==> src/rtl/instruction_fetch.sv <==
// -----------------------------------------------------------------------------
// instruction_fetch
//
// Fetch stage that sits directly upstream of the control unit. It holds the PC
// and fetches one 32-bit word at a time from an external instruction memory
// over a req/ack handshake. It then presents the instruction, its opcode and
// its PC to decode/control until downstream retires it. When the instruction
// retires, branch, jump (j/jal) and jump-register (jr) redirects from execute
// select the next PC.
//
// Optional feature macro: PERF_CNT_EN
//   defined   : retired_cnt counts retired instructions and wraps at 2^CNT_W.
//   undefined : no counter logic is built, and retired_cnt is tied to 0.
//   The port list is the same in both builds.
//
// Parameters
//   RESET_PC     PC loaded on reset (word-aligned byte address)
//   CNT_W        width of the retired-instruction counter
//
// Ports
//   clk          rising-edge clock
//   rst          synchronous, active-high reset
//   imem_req     fetch request, held high until imem_ack
//   imem_addr    byte address of the word being fetched (always equals pc)
//   imem_rdata   fetched word, valid in the imem_ack cycle
//   imem_ack     memory response strobe (honoured only while requesting)
//   instr_valid  instruction/opcode/pc hold a valid instruction
//   instr_ready  downstream retires the current instruction this cycle
//   instruction  registered fetched word
//   opcode       instruction[31:26]
//   pc           address of the current instruction
//   pc_plus4     pc + 4 (jal link value)
//   branch_taken resolved beq/bne outcome
//   branch_imm   signed branch offset in words
//   jump         j/jal
//   jump_target  instruction[25:0] of the jump
//   jump_reg     jr
//   rs_data      jr target register value
//   retired_cnt  retired-instruction count
// -----------------------------------------------------------------------------
module instruction_fetch #(
    parameter logic [31:0] RESET_PC = 32'h0000_0000,
    parameter int unsigned CNT_W    = 32
) (
    input  logic             clk,
    input  logic             rst,
    output logic             imem_req,
    output logic [31:0]      imem_addr,
    input  logic [31:0]      imem_rdata,
    input  logic             imem_ack,
    output logic             instr_valid,
    input  logic             instr_ready,
    output logic [31:0]      instruction,
    output logic [5:0]       opcode,
    output logic [31:0]      pc,
    output logic [31:0]      pc_plus4,
    input  logic             branch_taken,
    input  logic [15:0]      branch_imm,
    input  logic             jump,
    input  logic [25:0]      jump_target,
    input  logic             jump_reg,
    input  logic [31:0]      rs_data,
    output logic [CNT_W-1:0] retired_cnt
);

    typedef enum logic [1:0] {
        IDLE = 2'd0,
        REQ  = 2'd1,
        HOLD = 2'd2
    } state_t;

    state_t      state;
    state_t      state_next;
    logic [31:0] pc_q;
    logic [31:0] instr_q;
    logic [31:0] next_pc;
    logic [31:0] branch_offset;
    logic        fetch_done;
    logic        retire;

    // ---------------------------------------------------------------- FSM
    always_ff @(posedge clk) begin
        // NOTE: every clocked register uses <= so that all flops sample the
        // values from before the edge. A blocking = here would let later
        // statements see values that were already updated.
        if (rst) begin
            state <= IDLE;
        end else begin
            state <= state_next;
        end
    end

    always_comb begin
        // NOTE: every signal gets its default first. With the defaults in
        // place, a case branch that does not mention a signal cannot turn
        // that signal into a latch.
        state_next  = state;
        imem_req    = 1'b0;
        instr_valid = 1'b0;
        fetch_done  = 1'b0;
        retire      = 1'b0;
        unique case (state)
            IDLE: begin
                state_next = REQ;
            end
            REQ: begin
                imem_req = 1'b1;
                // An ack seen in any other state belongs to an abandoned
                // request, so only the REQ state consumes it.
                if (imem_ack) begin
                    fetch_done = 1'b1;
                    state_next = HOLD;
                end
            end
            HOLD: begin
                instr_valid = 1'b1;
                if (instr_ready) begin
                    retire     = 1'b1;
                    state_next = REQ;
                end
            end
            default: begin
                state_next = IDLE;
            end
        endcase
    end

    // ------------------------------------------------------- next PC select
    assign pc_plus4      = pc_q + 32'd4;
    assign branch_offset = {{14{branch_imm[15]}}, branch_imm, 2'b00};

    // Priority: jr over j/jal over a taken branch over sequential flow.
    always_comb begin
        next_pc = pc_plus4;
        if (jump_reg) begin
            next_pc = rs_data & 32'hFFFF_FFFC;
        end else if (jump) begin
            next_pc = {pc_plus4[31:28], jump_target, 2'b00};
        end else if (branch_taken) begin
            next_pc = pc_plus4 + branch_offset;
        end
    end

    // ------------------------------------------------------------- datapath
    always_ff @(posedge clk) begin
        if (rst) begin
            pc_q    <= RESET_PC;
            instr_q <= 32'h0000_0000;
        end else begin
            if (fetch_done) begin
                instr_q <= imem_rdata;
            end
            if (retire) begin
                pc_q <= next_pc;
            end
        end
    end

    assign pc          = pc_q;
    assign imem_addr   = pc_q;
    assign instruction = instr_q;
    assign opcode      = instr_q[31:26];

    // ----------------------------------------------------- retired counter
`ifdef PERF_CNT_EN
    logic [CNT_W-1:0] cnt_q;

    always_ff @(posedge clk) begin
        if (rst) begin
            cnt_q <= '0;
        end else if (retire) begin
            cnt_q <= cnt_q + CNT_W'(1);
        end
    end

    assign retired_cnt = cnt_q;
`else
    assign retired_cnt = '0;
`endif

endmodule

==> config.mk <==
export PLATFORM = sky130hd
export DESIGN_NAME = instruction_fetch
export DESIGN_NICKNAME = d
export VERILOG_FILES = /design/src/rtl/instruction_fetch.sv
export SDC_FILE = /design/constraint.sdc
export NUM_CORES = 1
export LEC_CHECK = 0
export BUFFER_PORTS_ARGS = -buffer_cell sky130_fd_sc_hd__buf_2
export CORE_MARGIN = 2
export CORE_UTILIZATION = 51
export CTS_CLUSTER_SIZE = 25
export DETAILED_ROUTE_END_ITERATION = 16
export PLACE_DENSITY_LB_ADDON = 0.1
export SETUP_SLACK_MARGIN = 0.1
export SLEW_MARGIN = 20
export SYNTH_ARGS = -nofsm -noshare
export SYNTH_HDL_FRONTEND = slang
export SYNTH_SLANG_ARGS = --single-unit
==> constraint.sdc <==
create_clock -name clk -period 6.4 [get_ports clk]
set_clock_uncertainty 0.2 [all_clocks]
set_input_delay 1.28 -clock clk [delete_from_list [all_inputs] [get_ports clk]]
set_output_delay 1.28 -clock clk [all_outputs]
set_load 0.05 [all_outputs]
; ---- Word-level counts from Yosys, hierarchy flattened
; Cells that the tools add are included.
[word_totals]
out_inout_bits = 168
ff_bits = 66
elab_cells = 23
[op_classes]
reduce_logical = 2
n_mux = 12
eq_ne = 4
n_addsub = 2
[ops]
columns = op, n
row1 = $mux 32, 3
row2 = $add 32x3->32 const B, 1
row3 = $add 32x32->32, 1
row4 = $mux 1, 6
row5 = $pmux 2 s3, 1
row6 = $mux 2, 2
row7 = $ne 2x2->1 const B, 2
row8 = $eq 2x1->1 const B, 1
row9 = $eq 2x2->1 const B, 1
row10 = $logic_not 2->1, 1
row11 = $reduce_and 2->1, 1

; ---- Longest topological paths before layout
; Gate-level depths: netlist (run 1).
[logic_depth]
word_depth = 5
depth_mapped = 16
ltp_nobuf = 15

; ---- Worst setup path after synthesis (run 1)
; OpenSTA, ideal clock, no wires.
[synth_path]
kind = register to register
from = register pc_q[4], in the netlist imem_addr[4]
to = register pc_q[23], in the netlist imem_addr[23]
period_less_slack_ps = 4931
n_path_buf = 1
path_stages_with_launch = 16
slack_ps = 1469
arrival_ps = 4615
required_time_ps = 6084
cell_sequence = dfxtp_1 > and4_4 > nand4_4 > nor3_2 > nand4_1 > xnor2_1 > ha_1 > clkbuf_1 > and3_1 > a31oi_1 > nor3b_1 > a31oi_1 > a311o_1 > a31oi_1 > o21ai_1 > o211a_1
[synth_between]
elab_chain_len = 5
[synth_rtl]
columns = item, line_no
row1 = start: declaration, 74  ; logic [31:0] pc_q;
row2 = start signal: assignment, 154  ; pc_q <= next_pc;
row3 = $add 32x3->32, 129  ; assign pc_plus4 = pc_q + 32'd4;
row4 = named net pc_plus4[18], 56  ; output logic [31:0] pc_plus4,
row5 = $add 32x32->32, 140  ; next_pc = pc_plus4 + branch_offset;
row6 = $mux 32, 139  ; end else if (branch_taken) begin
row7 = $mux 32, 137  ; end else if (jump) begin
row8 = $mux 32, 135  ; if (jump_reg) begin
; The timed path passes the listed nets, and every way through them passes these cells.
; A chain may end at the register's enable or synchronous reset.

; ---- Worst setup path in the final report (run 1)
[layout_path]
from = register pc_q[4], in the netlist imem_addr[4]
to = output port pc_plus4[26]
[layout_between]
elab_chain_len = 1
[layout_rtl]
columns = item, line_no
row1 = $add 32x3->32, 129
row2 = end: declaration, 56
; No other way between the ends.

==> results of run 1 <==
[cell families after synthesis]
| logic type | after synthesis | synth area share, % |
|---|---|---|
| fa+ha+maj | 37 | 8.121 |
| flops | 64 | 22.12 |
| simple gates | 275 | 22.94 |
| other cells | 1 | 0.06473 |
| compound gates | 232 | 25.44 |
| xor+xnor | 46 | 6.955 |
| buf+inv | 127 | 13.05 |
| mux | 7 | 1.317 |
[state kept, by name, summed over array words and instances, names as in the netlist]
| signal | count |
|---|---|
| imem_addr | 30 |
| instruction | 32 |
| state | 2 |
[cell usage in the layout (no fill, tap or decap), types with 8 or more instances in the layout]
master / count
nor3_1: 16
xnor2_1: 27
nand4_1: 11
conb_1: 38
a31oi_1: 13
inv_1: 12
nand3_1: 23
a21o_1: 13
nor2_1: 41
buf_2: 240
o211ai_1: 13
xor2_1: 19
clkbuf_16: 9
ha_1: 36
o31ai_1: 8
a21oi_1: 90
and3_1: 10
o21ai_1: 9
o21ai_0: 26
dfxtp_1: 64
a211oi_1: 10
nand2_1: 127
[cells in the mapped netlist (3+ instances only)]
master and n:
nand4_1 11, clkbuf_1 32, or2_2 3, and4_1 5, a21oi_1 90, nor2b_1 7
buf_4 74, o211a_1 3, o31ai_1 8, dfxtp_1 64, or3_1 5, mux2i_1 5
nand2_1 127, a21o_1 13, nor4_1 4, buf_1 5, nand2b_1 7, inv_1 12
and3_1 10, a211oi_1 10, o22ai_1 3, a21boi_1 5, nor3_1 16, o21a_1 5
o211ai_1 13, o21ai_0 26, and2_1 3, ha_1 36, nor2_1 42, xor2_1 19
nand3_1 23, xnor2_1 27, a31oi_1 13, o21ai_1 9
[worst min-delay path by stage]
| stage | startpoint | endpoint | depth (start not counted) | slack (ps) |
|---|---|---|---|---|
| floorplan | state[0] | state[0] | 3 | 320 |
| global placement | instruction[24] | instruction[24] | 2 | 240 |
| detailed placement | instruction[9] | instruction[9] | 2 | 240 |
| CTS | instruction[9] | instruction[9] | 2 | 250 |
| global route | instruction[20] | instruction[20] | 2 | 270 |
| finish | instruction[13] | instruction[13] | 2 | 250 |
[power breakdown]
| group | internal, W | switching [W] |
|---|---|---|
| logic | 0.000101 | 0.000268 |
| registers | 0.000413 | 0.0000140 |
| clock network | 0.000345 | 0.000205 |
[metal layers]
layer	up-vias	track usage [%]	part of all wire [%]
li1	3085	-	-
met1	2891	38.55	42
met2	326	49.49	47
met3	31	6.586	9.2
met4	0	10.83	2.3
met5	-	0	0
[final cells by class]
type                    count  area, um2  share of cell area, %
flip-flops and latches     64       1281                  18.32
multi-input cells         635       3897                  55.73
inverters                  15      56.30                 0.8052
repair buffers            247       1254                  17.93
clock inverters             7      103.9                  1.485
well taps                 140      175.2                  2.505
clock buffers               9      225.2                  3.221
[per-stage QoR]
stage                     cell area, um2  cells
after global routing                6993   1117
after CTS                           6993   1117
after detailed placement            6664   1101
after global placement              6664   1101
final                               6993   1117
after floorplan                     5932    826
[worst min-delay path, delay by kind of cell (launching register included)]
kind | cells | cell delay, ps
and+or+nand+nor | 1 | 50
DFF | 1 | 300
AOI/OAI and AO/OA | 1 | 50
==> metrics.cfg, run 1 <==
[status]
status = finished, final reports clean

[run]
cap_viol_max_count = 0

[setup_path]
crit_cells = 7
cp-endpoint = pc_plus4[26]
crit_path_max_fanout = 8
crit_arrival_ps = 2920
crit_path_max_incr_delay_ps = 530
crit_buf_inv = 1
crit_chain = and4_4 -> nand4_4 -> nor3_2 -> nand3_1 -> nor2_1 -> xor2_1 -> buf_2
reg2reg_to = imem_addr[31]
required_ps = 4920
worstSetupStartpoint = imem_addr[4]
r2r_start = imem_addr[4]
worstSetupEndpointType = output pin
critPathKind = flip-flop to output pin
cp_top_family = simple AND/OR/NAND/NOR gates
cp_slowest_cell = dfxtp_1
reg2reg_depth = 15
crit_path_start_kind = flip-flop
r2r_slack_ps = 2030

[clock_network]
worstSkewPairLatency_ps = 340
cts_setup_buffers = 0
post_cts_resized = 0
root_buffer = clkbuf_16
clkSinkCount = 64
path_clk_slew_ps = 60
clock_path_buffers = 2
cts_max_level = 3
cts_tree = yes
ctsHoldBuffers = 0
cts_made_buffers = 9

[grt]
overflow = 0
antenna_found_initial = 0
track_usage_pct = 30.02
grt_pass1_vias = 5722
grt_max_degree = 44
grt_pass1_wl_um = 29790

[detailed_routing]
firstDrtPassIters = 5
routed_wl_um = 19310
postRouteAntennaNets = 0
drc = 0
vias_per_cell = 5.670
dr_total_vias = 6333
drt_iter0_drc = 480
wl_per_cell_um = 17.29

[cells_and_area]
fin_util_pct = 63.67
fill_cells = 1058
layout-drive-gt1-share_pct = 28.45
syn_to_final_growth_pct = 20.71
fin_nets = 1122
diodes = 0

[timing]
period_minus_slack_ps = 4405
worst_slack_ps = 1995
hold_viol = 0
whs_ps = 249.5
max_slew_margin_pct = 38.83
max_freq_ghz = 0.2270
setup-violations-final = 0
rsz0062_at_grt = false
fin_setup_tns_ps = 0
fin_crit_sh_pct = 68.82
max_slew.worst_pin.slew_ps = 916.5
slew_viol_final = 0

[power_and_ir_drop]
ir_worst_vdd_mv = 0.1191
power_density_mw_per_mm2 = 192.7
finalPower_w = 0.001347
p_leak_nw = 3.545

[floorplanning]
row_count = 38
dieArea_mm2 = 0.01223
die_y_um = 110.6
core_area_mm2 = 0.01098
ios = 281
initial_core_util_pct = 52.75
fp.dieW_um = 110.6

[placement]
dp_slack_ps = 1962
gp_congestion = 0.9800
place.port_buffers = 240
dp_hpwl_um = 14370

[logic_synthesis]
synth_edf_count = 0
synth_area_mm2 = 0.005793
avgSynthCellArea_um2 = 7.342
yosysSeqAreaShare_pct = 22.12
ys_types = 75
yosysWarnings = 0
async_flop_share_pct = 0
synth-main-ff-cell = dfxtp_1
synth-seq-cells = 64
synth_area_leaders = dfxtp_1 (22%), buf_4 (9.6%), nand2_1 (8.2%)
yosysTopAreaCellShare_pct = 22.12
synth_top_cell_by_area = dfxtp_1
syn-instance-count = 789

[hold_path]
hold_class = flip-flop to flip-flop

No activity file was read; power rests on OpenSTA's default activity.
==> run 2, diff against run 1 <==
--- a/config.mk
+++ b/config.mk
@@ -7,7 +7,7 @@
 export LEC_CHECK = 0
 export BUFFER_PORTS_ARGS = -buffer_cell sky130_fd_sc_hd__buf_2
 export CORE_MARGIN = 2
-export CORE_UTILIZATION = 51
+export CORE_UTILIZATION = 43
 export CTS_CLUSTER_SIZE = 25
 export DETAILED_ROUTE_END_ITERATION = 16
 export PLACE_DENSITY_LB_ADDON = 0.1
==> constraint.sdc (replaced) <==
create_clock -name clk -period 3.68 [get_ports clk]
set_clock_uncertainty 0.2 [all_clocks]
set_input_delay 0.736 -clock clk [delete_from_list [all_inputs] [get_ports clk]]
set_output_delay 0.736 -clock clk [all_outputs]
set_load 0.05 [all_outputs]
==> metrics.cfg, run 2 (same netlist as run 1, synthesis figures left out) <==
[clock_network]
cts_tree = yes
ctsHoldBuffers = 0  ; unchanged
worstSkewPairLatency_ps = 350  ; about the same
clock_path_buffers = 2  ; unchanged
cts_max_level = 3  ; unchanged
path_clk_slew_ps = 60  ; about the same
clkSinkCount = 64  ; unchanged
cts_made_buffers = 9  ; unchanged
root_buffer = clkbuf_16

[setup_path]
reg2reg_depth = 14  ; -1
worstSetupEndpointType = flip-flop
r2r_slack_ps = 70  ; -1960 ps
crit_chain = and4_4 -> nand4_4 -> nor3_4 -> nand4_1 -> xnor2_4 -> ha_4 -> and3_4 -> a31oi_4 -> nor3b_4 -> a31oi_2 -> a41oi_2 -> a211o_1 -> a211oi_2 -> nor3b_2
crit_buf_inv = 0  ; -1
cp_slowest_cell = dfxtp_4
reg2reg_to = imem_addr[31]
crit_arrival_ps = 3640  ; +720 ps
cp_top_family = simple AND/OR/NAND/NOR gates
worstSetupStartpoint = imem_addr[7]
critPathKind = flip-flop to flip-flop
crit_path_max_fanout = 6  ; -2
crit_path_start_kind = flip-flop
crit_path_max_incr_delay_ps = 350  ; -180 ps
r2r_start = imem_addr[7]
required_ps = 3710  ; -1210 ps

[power_and_ir_drop]
power_density_mw_per_mm2 = 283.3  ; +47%
power.switching_w = 0.0008710  ; +79%
cellInternalPower_w = 0.001475  ; +72%
sequentialPowerShare_pct = 31.1  ; -0.6 points
switching_share_pct = 37.12  ; +0.95 points
p_leak_nw = 4.135  ; +17%
power_frac_clock_pct = 38.6  ; -2.2 points
ir_worst_vdd_mv = 0.2010  ; +69%
comb_power_share_pct = 30.3  ; +2.9 points

[hold_path]
hold_class = flip-flop to flip-flop
hold_depth = 2  ; unchanged
hp-start = instruction[13]
hold_path_end = instruction[13]

[floorplanning]
ios = 281  ; unchanged
die_y_um = 120.1  ; +8.6%
initial_core_util_pct = 43.92  ; -8.8 points
fp.dieW_um = 120.1  ; +8.6%
core_area_mm2 = 0.01319  ; +20%
dieArea_mm2 = 0.01442  ; +18%
row_count = 42  ; +11%

[detailed_routing]
drc = 0  ; unchanged
wl_per_cell_um = 17.00  ; -1.7%
drt_iter0_drc = 486  ; +1.3%
postRouteAntennaNets = 0  ; unchanged
firstDrtPassIters = 7  ; +2
vias_per_cell = 5.408  ; -4.6%
dr_total_vias = 6679  ; +5.5%
routed_wl_um = 21000  ; +8.7%

[timing]
max_slew_margin_pct = 58.33  ; +19 points
max_freq_ghz = 0.2771
period_minus_slack_ps = 3609
rsz0062_at_grt = true
slew_viol_final = 0  ; unchanged
hold_viol = 0  ; unchanged
fin_setup_tns_ps = 0  ; unchanged
setup-violations-final = 0  ; unchanged
fin_crit_sh_pct = 98.08
max_slew.worst_pin.slew_ps = 625.1  ; -291.4 ps

[grt]
grt_pass1_wl_um = 32150  ; +7.9%
antenna_found_initial = 0  ; unchanged
track_usage_pct = 28.37  ; -1.6 points
grt_max_degree = 44  ; unchanged
grt_pass1_vias = 6014  ; +5.1%
overflow = 0  ; unchanged

[cells_and_area]
final_cell_mix = buf_2 (237), nand2_1 (126), buf_4 (90)
largest_reg_flops = 32  ; unchanged
fin_util_pct = 62.80  ; -0.87 points
final_common_cell = buf_2
syn_to_final_growth_pct = 42.98
layout-drive-gt1-share_pct = 41.83  ; +13 points
fin_nets = 1204  ; +7.3%
diodes = 0  ; unchanged

[placement]
place.port_buffers = 240  ; unchanged
dp_hpwl_um = 16040  ; +12%
gp_congestion = 0.8654  ; -12%

[status]
status = finished, final reports clean

[run]
cap_viol_max_count = 0  ; unchanged

==> run 2: cell count changes in the layout (fill, tap and decap cells not counted), sizes merged <==
cell and delta:
buf +81, bufinv -2, clkbuf +3, clkinv -3, clkinvlp +2, inv +1
==> run 2: cell type report <==
class	count	area (um2)
Fill cell	1248	4907
Multi-Input combinational cell	635	4466
Timing Repair Buffer	329	1881
Sequential cell	64	1341
Clock buffer	11	275.3
Tap cell	176	220.2
Inverter	15	56.30
Clock inverter	5	43.79
==> run 2: worst max-delay path by stage <==
stage	to	slack, ps	depth (start not counted)
2_1_floorplan	imem_addr[23]	-200	16
3_3_place_gp	imem_addr[28]	-90	12
3_5_place_dp	imem_addr[28]	-60	12
4_1_cts	imem_addr[23]	40	15
5_1_grt	imem_addr[31]	-70	14
6_report	imem_addr[31]	70	14
==> run 2: metal layers <==
layer,global-route usage [%],wire length [um],share of wire (%),vias up
met2,48.19,10210,49,305
met1,36.06,8774,42,3098
met5,0,0,0,-
met3,6.606,1605,7.6,30
li1,-,-,-,3246
met4,7.426,409,1.9,0
==> run 2: power groups by stage <==
stage | clock [W] | combinational (W) | sequential [W]
after detailed placement | 0 | 0.000691 | 0.000746
final | 0.000905 | 0.000710 | 0.000731
after global placement | 0 | 0.000690 | 0.000745
after CTS | 0.000922 | 0.000697 | 0.000731
after floorplan | 0 | 0.000441 | 0.000835
after global routing | 0.000950 | 0.000759 | 0.000733
==> run 2: repair_timing <==
action                                  4_1_cts  5_1_grt
buffers inserted                              2        5
gates resized for setup                       6       35
endpoints found under the setup margin        7       20
pin swaps                                    10       13
==> run 2: worst min-delay path, cell delays in order (launching register included) <==
cell     delay, ps
dfxtp_1        300
nand2_1         50
a21oi_1         50
==> run 2: stage by stage <==
| step | total power [W] | std cells | hold WS (ps) | instance area, um2 | setup WS [ps] |
|---|---|---|---|---|---|
| global placement | 0.001435 | 1212 | 239.3 | 7730 | -87.37 |
| CTS | 0.002350 | 1230 | 252.4 | 8089 | 40.42 |
| detailed placement | 0.001437 | 1212 | 244.1 | 7730 | -57.47 |
| finish | 0.002346 | 1235 | 251.7 | 8283 | 70.65 |
| floorplan | 0.001276 | 826 | 320.9 | 6410 | -204.6 |
| global route | 0.002442 | 1235 | 275.2 | 8283 | -66.98 |
